<file path="config.mk">
export PLATFORM = sky130hd
export DESIGN_NAME = uart_tx_serializer
export DESIGN_NICKNAME = d
export VERILOG_FILES = /design/src/rtl/iohub_pkg.sv /design/src/rtl/uart_baud_gen.sv /design/src/rtl/uart_tx_serializer.sv
export SDC_FILE = /design/constraint.sdc
export NUM_CORES = 1
export LEC_CHECK = 0
export BUFFER_PORTS_ARGS = -buffer_cell sky130_fd_sc_hd__buf_2
export CORE_MARGIN = 2
export CORE_UTILIZATION = 50
export CTS_BUF_LIST = sky130_fd_sc_hd__clkbuf_8
export DETAILED_ROUTE_END_ITERATION = 10
export PLACE_DENSITY = 0.68
export SLEW_MARGIN = 20
export SYNTH_ARGS = -nofsm -noshare
export SYNTH_HDL_FRONTEND = slang
export SYNTH_SLANG_ARGS = --single-unit
export TNS_END_PERCENT = 100
</file>
<file path="constraint.sdc">
create_clock -name clk_i -period 5.8 [get_ports clk_i]
set_input_delay 0.29 -clock clk_i [delete_from_list [all_inputs] [get_ports clk_i]]
set_output_delay 0.29 -clock clk_i [all_outputs]
set_load 0.01 [all_outputs]
</file>
<file path="src/rtl/iohub_pkg.sv">
// Shared definitions for the iohub UART path: FSM encoding, parity codes,
// default baud divisor and the parity helper used by TX and RX.
package iohub_pkg;

  localparam int DEFAULT_CLK_DIV = 434;

  localparam logic [2:0] TX_IDLE   = 3'd0;
  localparam logic [2:0] TX_START  = 3'd1;
  localparam logic [2:0] TX_DATA   = 3'd2;
  localparam logic [2:0] TX_PARITY = 3'd3;
  localparam logic [2:0] TX_STOP   = 3'd4;

  localparam int PAR_NONE = 0;
  localparam int PAR_ODD  = 1;
  localparam int PAR_EVEN = 2;

  function automatic logic parity_bit(input logic [7:0] data, input int mode);
    return (mode == PAR_ODD) ? ~^data : ^data;
  endfunction

endpackage

</file>
<file path="src/rtl/uart_baud_gen.sv">
// Bit-period counter: counts 0..CLK_DIV-1 while enabled and pulses bit_tick
// on the last cycle of each bit. Shared by the transmit and receive sides.
module uart_baud_gen
  import iohub_pkg::*;
#(
  parameter int CLK_DIV = DEFAULT_CLK_DIV
) (
  input  logic clk_i,
  input  logic rst_i,
  input  logic i_clear,
  input  logic i_en,
  output logic o_bit_tick
);

  localparam logic [15:0] LP_LAST = 16'(CLK_DIV - 1);

  logic [15:0] r_count;

  always_ff @(posedge clk_i) begin
    if (rst_i || i_clear) begin
      r_count <= '0;
    end else if (i_en) begin
      r_count <= (r_count == LP_LAST) ? '0 : r_count + 16'd1;
    end
  end

  assign o_bit_tick = i_en && (r_count == LP_LAST);

endmodule

</file>
<file path="src/rtl/uart_tx_serializer.sv">
// UART transmit serializer: start, 8 data bits LSB first, optional parity,
// 1 or 2 stop bits, with a one-deep holding register for the next byte.
module uart_tx_serializer
  import iohub_pkg::*;
#(
  parameter int CLK_DIV   = DEFAULT_CLK_DIV,
  parameter int PARITY    = PAR_NONE,
  parameter int STOP_BITS = 1
) (
  input  logic       clk_i,
  input  logic       rst_i,
  input  logic [7:0] tx_byte,
  input  logic       transmit,
  output logic       tx,
  output logic       is_transmitting,
  output logic       ready
);

  localparam logic [2:0] LP_STOP_LAST = 3'(STOP_BITS - 1);

  logic [2:0] r_state;
  logic [7:0] r_shift;
  logic [7:0] r_hold;
  logic       r_hold_valid;
  logic       r_parity;
  logic [2:0] r_idx;
  logic       r_tx;
  logic       r_busy;

  logic       w_accept;
  logic       w_start_new;
  logic [7:0] w_load_byte;
  logic       w_bit_tick;
  logic       w_tx_next;

  assign w_accept    = transmit && !r_hold_valid;
  assign w_start_new = (r_state == TX_IDLE) && (r_hold_valid || w_accept);
  assign w_load_byte = r_hold_valid ? r_hold : tx_byte;

  uart_baud_gen #(.CLK_DIV(CLK_DIV)) u_baud (
    .clk_i      (clk_i),
    .rst_i      (rst_i),
    .i_clear    (w_start_new),
    .i_en       (r_state != TX_IDLE),
    .o_bit_tick (w_bit_tick)
  );

  // Line level is registered from the state, so it trails the FSM by one cycle.
  always_comb begin
    w_tx_next = 1'b1;
    case (r_state)
      TX_START:  w_tx_next = 1'b0;
      TX_DATA:   w_tx_next = r_shift[0];
      TX_PARITY: w_tx_next = r_parity;
      default:   w_tx_next = 1'b1;
    endcase
  end

  always_ff @(posedge clk_i) begin
    if (rst_i) begin
      r_state      <= TX_IDLE;
      r_shift      <= '0;
      r_hold       <= '0;
      r_hold_valid <= 1'b0;
      r_parity     <= 1'b0;
      r_idx        <= '0;
      r_tx         <= 1'b1;
      r_busy       <= 1'b0;
    end else begin
      r_tx   <= w_tx_next;
      r_busy <= (r_state != TX_IDLE);

      if (w_accept && (r_state != TX_IDLE)) begin
        r_hold       <= tx_byte;
        r_hold_valid <= 1'b1;
      end

      case (r_state)
        TX_IDLE: begin
          if (w_start_new) begin
            r_shift      <= w_load_byte;
            r_parity     <= parity_bit(w_load_byte, PARITY);
            r_idx        <= '0;
            r_hold_valid <= 1'b0;
            r_state      <= TX_START;
          end
        end
        TX_START: begin
          if (w_bit_tick) r_state <= TX_DATA;
        end
        TX_DATA: begin
          if (w_bit_tick) begin
            r_shift <= r_shift >> 1;
            r_idx   <= r_idx + 3'd1;
            if (r_idx == 3'd7) begin
              r_idx   <= '0;
              r_state <= (PARITY != PAR_NONE) ? TX_PARITY : TX_STOP;
            end
          end
        end
        TX_PARITY: begin
          if (w_bit_tick) r_state <= TX_STOP;
        end
        TX_STOP: begin
          if (w_bit_tick) begin
            if (r_idx == LP_STOP_LAST) begin
              r_idx   <= '0;
              r_state <= TX_IDLE;
            end else begin
              r_idx <= r_idx + 3'd1;
            end
          end
        end
        default: r_state <= TX_IDLE;
      endcase
    end
  end

  assign tx              = r_tx;
  assign is_transmitting = r_busy;
  assign ready           = ~r_hold_valid;

endmodule
</file>
==> out/results.tsv <==
metric	value	unit
run status	finished clean	
worst setup path category	flop to flop	
r2r setup slk	3.36	ns
headroom to the max-slew limit	0.551	
Setup Buffers After CTS	0	
wire per inst	12.9	um
Slew Viols, Final	0	
Core Area	3970	um2
setup TNS	0	ns
Iteration-0 DRC Markers	106	
worst skew pair latency	0.28	ns
top-level port count	14	
htree depth	2	
DRT Pass-1 Iters	4	
Final Non-Filler Cells	298	
R2R cell count	5	
Tot GR Track Use	0.193	
Util after Layout	0.554	
CP max FO	12	
Least-Margin Pin Slew	0.673	ns
Die Area	4640	um2
final worst slack	3.36	ns
yosys warns	0	
switching share of power	0.249	
total gr overflow	0	
P&R area growth vs syn	7.13	%
Die X	68.1	um
final setup violation count	0	
RD Place Congestion	0.767	
Netlist cell types	39	
synthesized-area fraction occupied by adder cells	0.0305	
Syn Area/Cell	8.49	um2
Hold WC Path Type	primary input to flop	
crit path to	r_idx[2]$_SDFFE_PP0P_	
asr flop ratio synth	0	
worst r2r src	u_baud.r_count[3]$_SDFFE_PP0P_	
Worst Setup SP	u_baud.r_count[3]$_SDFFE_PP0P_	
TritonCTS Sinks	42	
Sequential Power Share	0.566	
minimum clock period	2.44	ns
Setup crit start kind	flop	
Critical Path RT	6.02	ns
Mapped Area	2050	um2
Internal Power	408	uW
Worst EP arrival	2.66	ns
RSZ-0062 raised after global routing	false	
Post-Synthesis Cells	242	
clock buffer depth	2	
PwrDens	247	nW/um2
leakage	0.000790	uW
largest net degree at the start of global routing	28	
pre-CTS WS	3.38	ns
logic gate share of total power	0.122	
Via density	5.35	
Max Freq	0.410	GHz
detailed placement HPWL	2.71	mm
post-cts sizing count	0	
#FFs+latches synth	42	
switching power total	136	uW
cell count of the worst hold path	3	
proportion of layout cells with a drive suffix above 1	0.0968	
mux cell area share after synthesis	0.0786	
placed cells	291	
via count	1595	
worst-case vdd ir drop	137	uV
simple-gate share of the synthesized area	0.223	
clk_skew	0.00533	ns
Max Cap Violations	0	
TritonCTS clock tree	yes	
largest family of logic cells by synthesized area	simple AND/OR/NAND/NOR gates	
initial antenna violation count	0	
port bufs	13	
post-synthesis compound-gate area fraction	0.133	
Hold Fails Final Rpt	0	
number of buffers created by CTS	5	
clk root buf	clkbuf_8	
drt drc	0	
antenna diode count	0	
Worst-path clk slew	0.08	ns
Post-DRT Antenna Nets	0	
die height	68.1	um
xor/xnor share of the synthesized area	0.0853	
syn_nets	258	
R2R Path End	r_idx[2]$_SDFFE_PP0P_	
CP Capture Type	flop	
Starting Density	0.517	
Post-synth top flop	dfxtp_1	
Routed WL	3.84	mm
Cell Rows	23	
Final Power	544	uW
number of global-route vias before repair	1516	
Nets	264	
first-pass GRT wire length	6.74	mm
post-synthesis sequential area ratio	0.409	
Final Cycle Share	0.421	
CTS Hold Bufs	0	
Post-synth EDFFs	0	
Clock Power Share	0.311	
## placed cells by master (no fill, tap or decap), drive strengths merged, types with 7 or more instances in the layout
cell,Yosys,final
a21oi,15,15
buf,4,13
dfxtp,42,42
inv,7,9
mux2i,15,15
nand2,26,26
nor2,32,32
nor3,8,8
o211ai,7,7
o21ai,8,8
xnor2,14,14
## logic make-up after synthesis
logic type / after synthesis
compound gates: 44
flops: 42
simple gates: 94
fa+ha+maj: 5
mux: 16
buf+inv: 21
xor+xnor: 20
## registers in the layout (all words and copies together) (netlist names)
signal and flops:
r_hold_valid 1, tx 1, r_hold 8, r_shift 8
is_transmitting 1, r_state 3, r_idx 3, r_parity 1
u_baud.r_count 16
## cell type report
cell class | count | area, um2
clock inverters | 2 | 7.51
fillers | 390 | 1770
repair buffers | 13 | 65.1
clock buffers | 5 | 68.8
inverters | 7 | 26.3
well taps | 50 | 62.6
multi-input cells | 179 | 1130
flip-flops and latches | 42 | 841
## power by group through the flow
stage	registers [uW]	logic (uW)	clock network, uW
4_1_cts	308	67.1	178
2_1_floorplan	311	55.5	0
3_3_place_gp	314	66.3	0
6_report	308	66.5	169
3_5_place_dp	315	66.8	0
5_1_grt	309	74.5	189
## cell usage after synthesis (3+ instances only)
| library cell | number | area (um2) |
|---|---|---|
| ha_1 | 5 | 62.6 |
| o21ai_0 | 7 | 35.0 |
| nor3_1 | 8 | 40.0 |
| o211ai_1 | 7 | 52.6 |
| nand2_1 | 26 | 97.6 |
| a21oi_1 | 15 | 75.1 |
| mux2i_1 | 15 | 150 |
| nor2_1 | 32 | 120 |
| nand3_1 | 6 | 30.0 |
| or3_1 | 6 | 37.5 |
| a211oi_1 | 3 | 22.5 |
| buf_2 | 4 | 20.0 |
| clkbuf_1 | 10 | 37.5 |
| dfxtp_1 | 42 | 841 |
| nand4_1 | 5 | 31.3 |
| xor2_1 | 6 | 52.6 |
| inv_1 | 7 | 26.3 |
| xnor2_1 | 14 | 123 |
## through the flow
stage	hold slack, ns	instance area [um2]
floorplan	0.432	2050
global placement	0.439	2120
detailed placement	0.444	2120
CTS	0.247	2200
global route	0.260	2200
finish	0.260	2200
## worst min-delay path by stage
| stage | to | slack (ns) | start |
|---|---|---|---|
| 2_1_floorplan | r_shift[0]$_SDFFE_PP0P_ | 0.43 | r_shift[0]$_SDFFE_PP0P_ |
| 3_3_place_gp | r_shift[1]$_SDFFE_PP0P_ | 0.44 | r_shift[1]$_SDFFE_PP0P_ |
| 3_5_place_dp | r_shift[5]$_SDFFE_PP0P_ | 0.44 | r_shift[5]$_SDFFE_PP0P_ |
| 4_1_cts | r_hold[5]$_SDFFE_PP0P_ | 0.25 | tx_byte[5] |
| 5_1_grt | r_hold[7]$_SDFFE_PP0P_ | 0.26 | tx_byte[7] |
| 6_report | r_hold[4]$_SDFFE_PP0P_ | 0.26 | tx_byte[4] |
## per-layer routing
metal	global-route usage	part of all wire	up-vias	routed length, um
li1	-	-	846	-
met5	0	0	-	0
met2	0.314	0.47	23	1820
met1	0.245	0.48	724	1840
met3	0.0543	0.039	2	149
met4	0.0675	0.0070	0	27
## worst max-delay path, cell delays in order, from the launching register on
cell and delay (ns):
dfxtp_1 0.35, or4_1 0.59, nor4_4 0.53, a21oi_1 0.21, or4b_1 0.55, a21oi_1 0.15
Power figures use the tool's default switching activity.
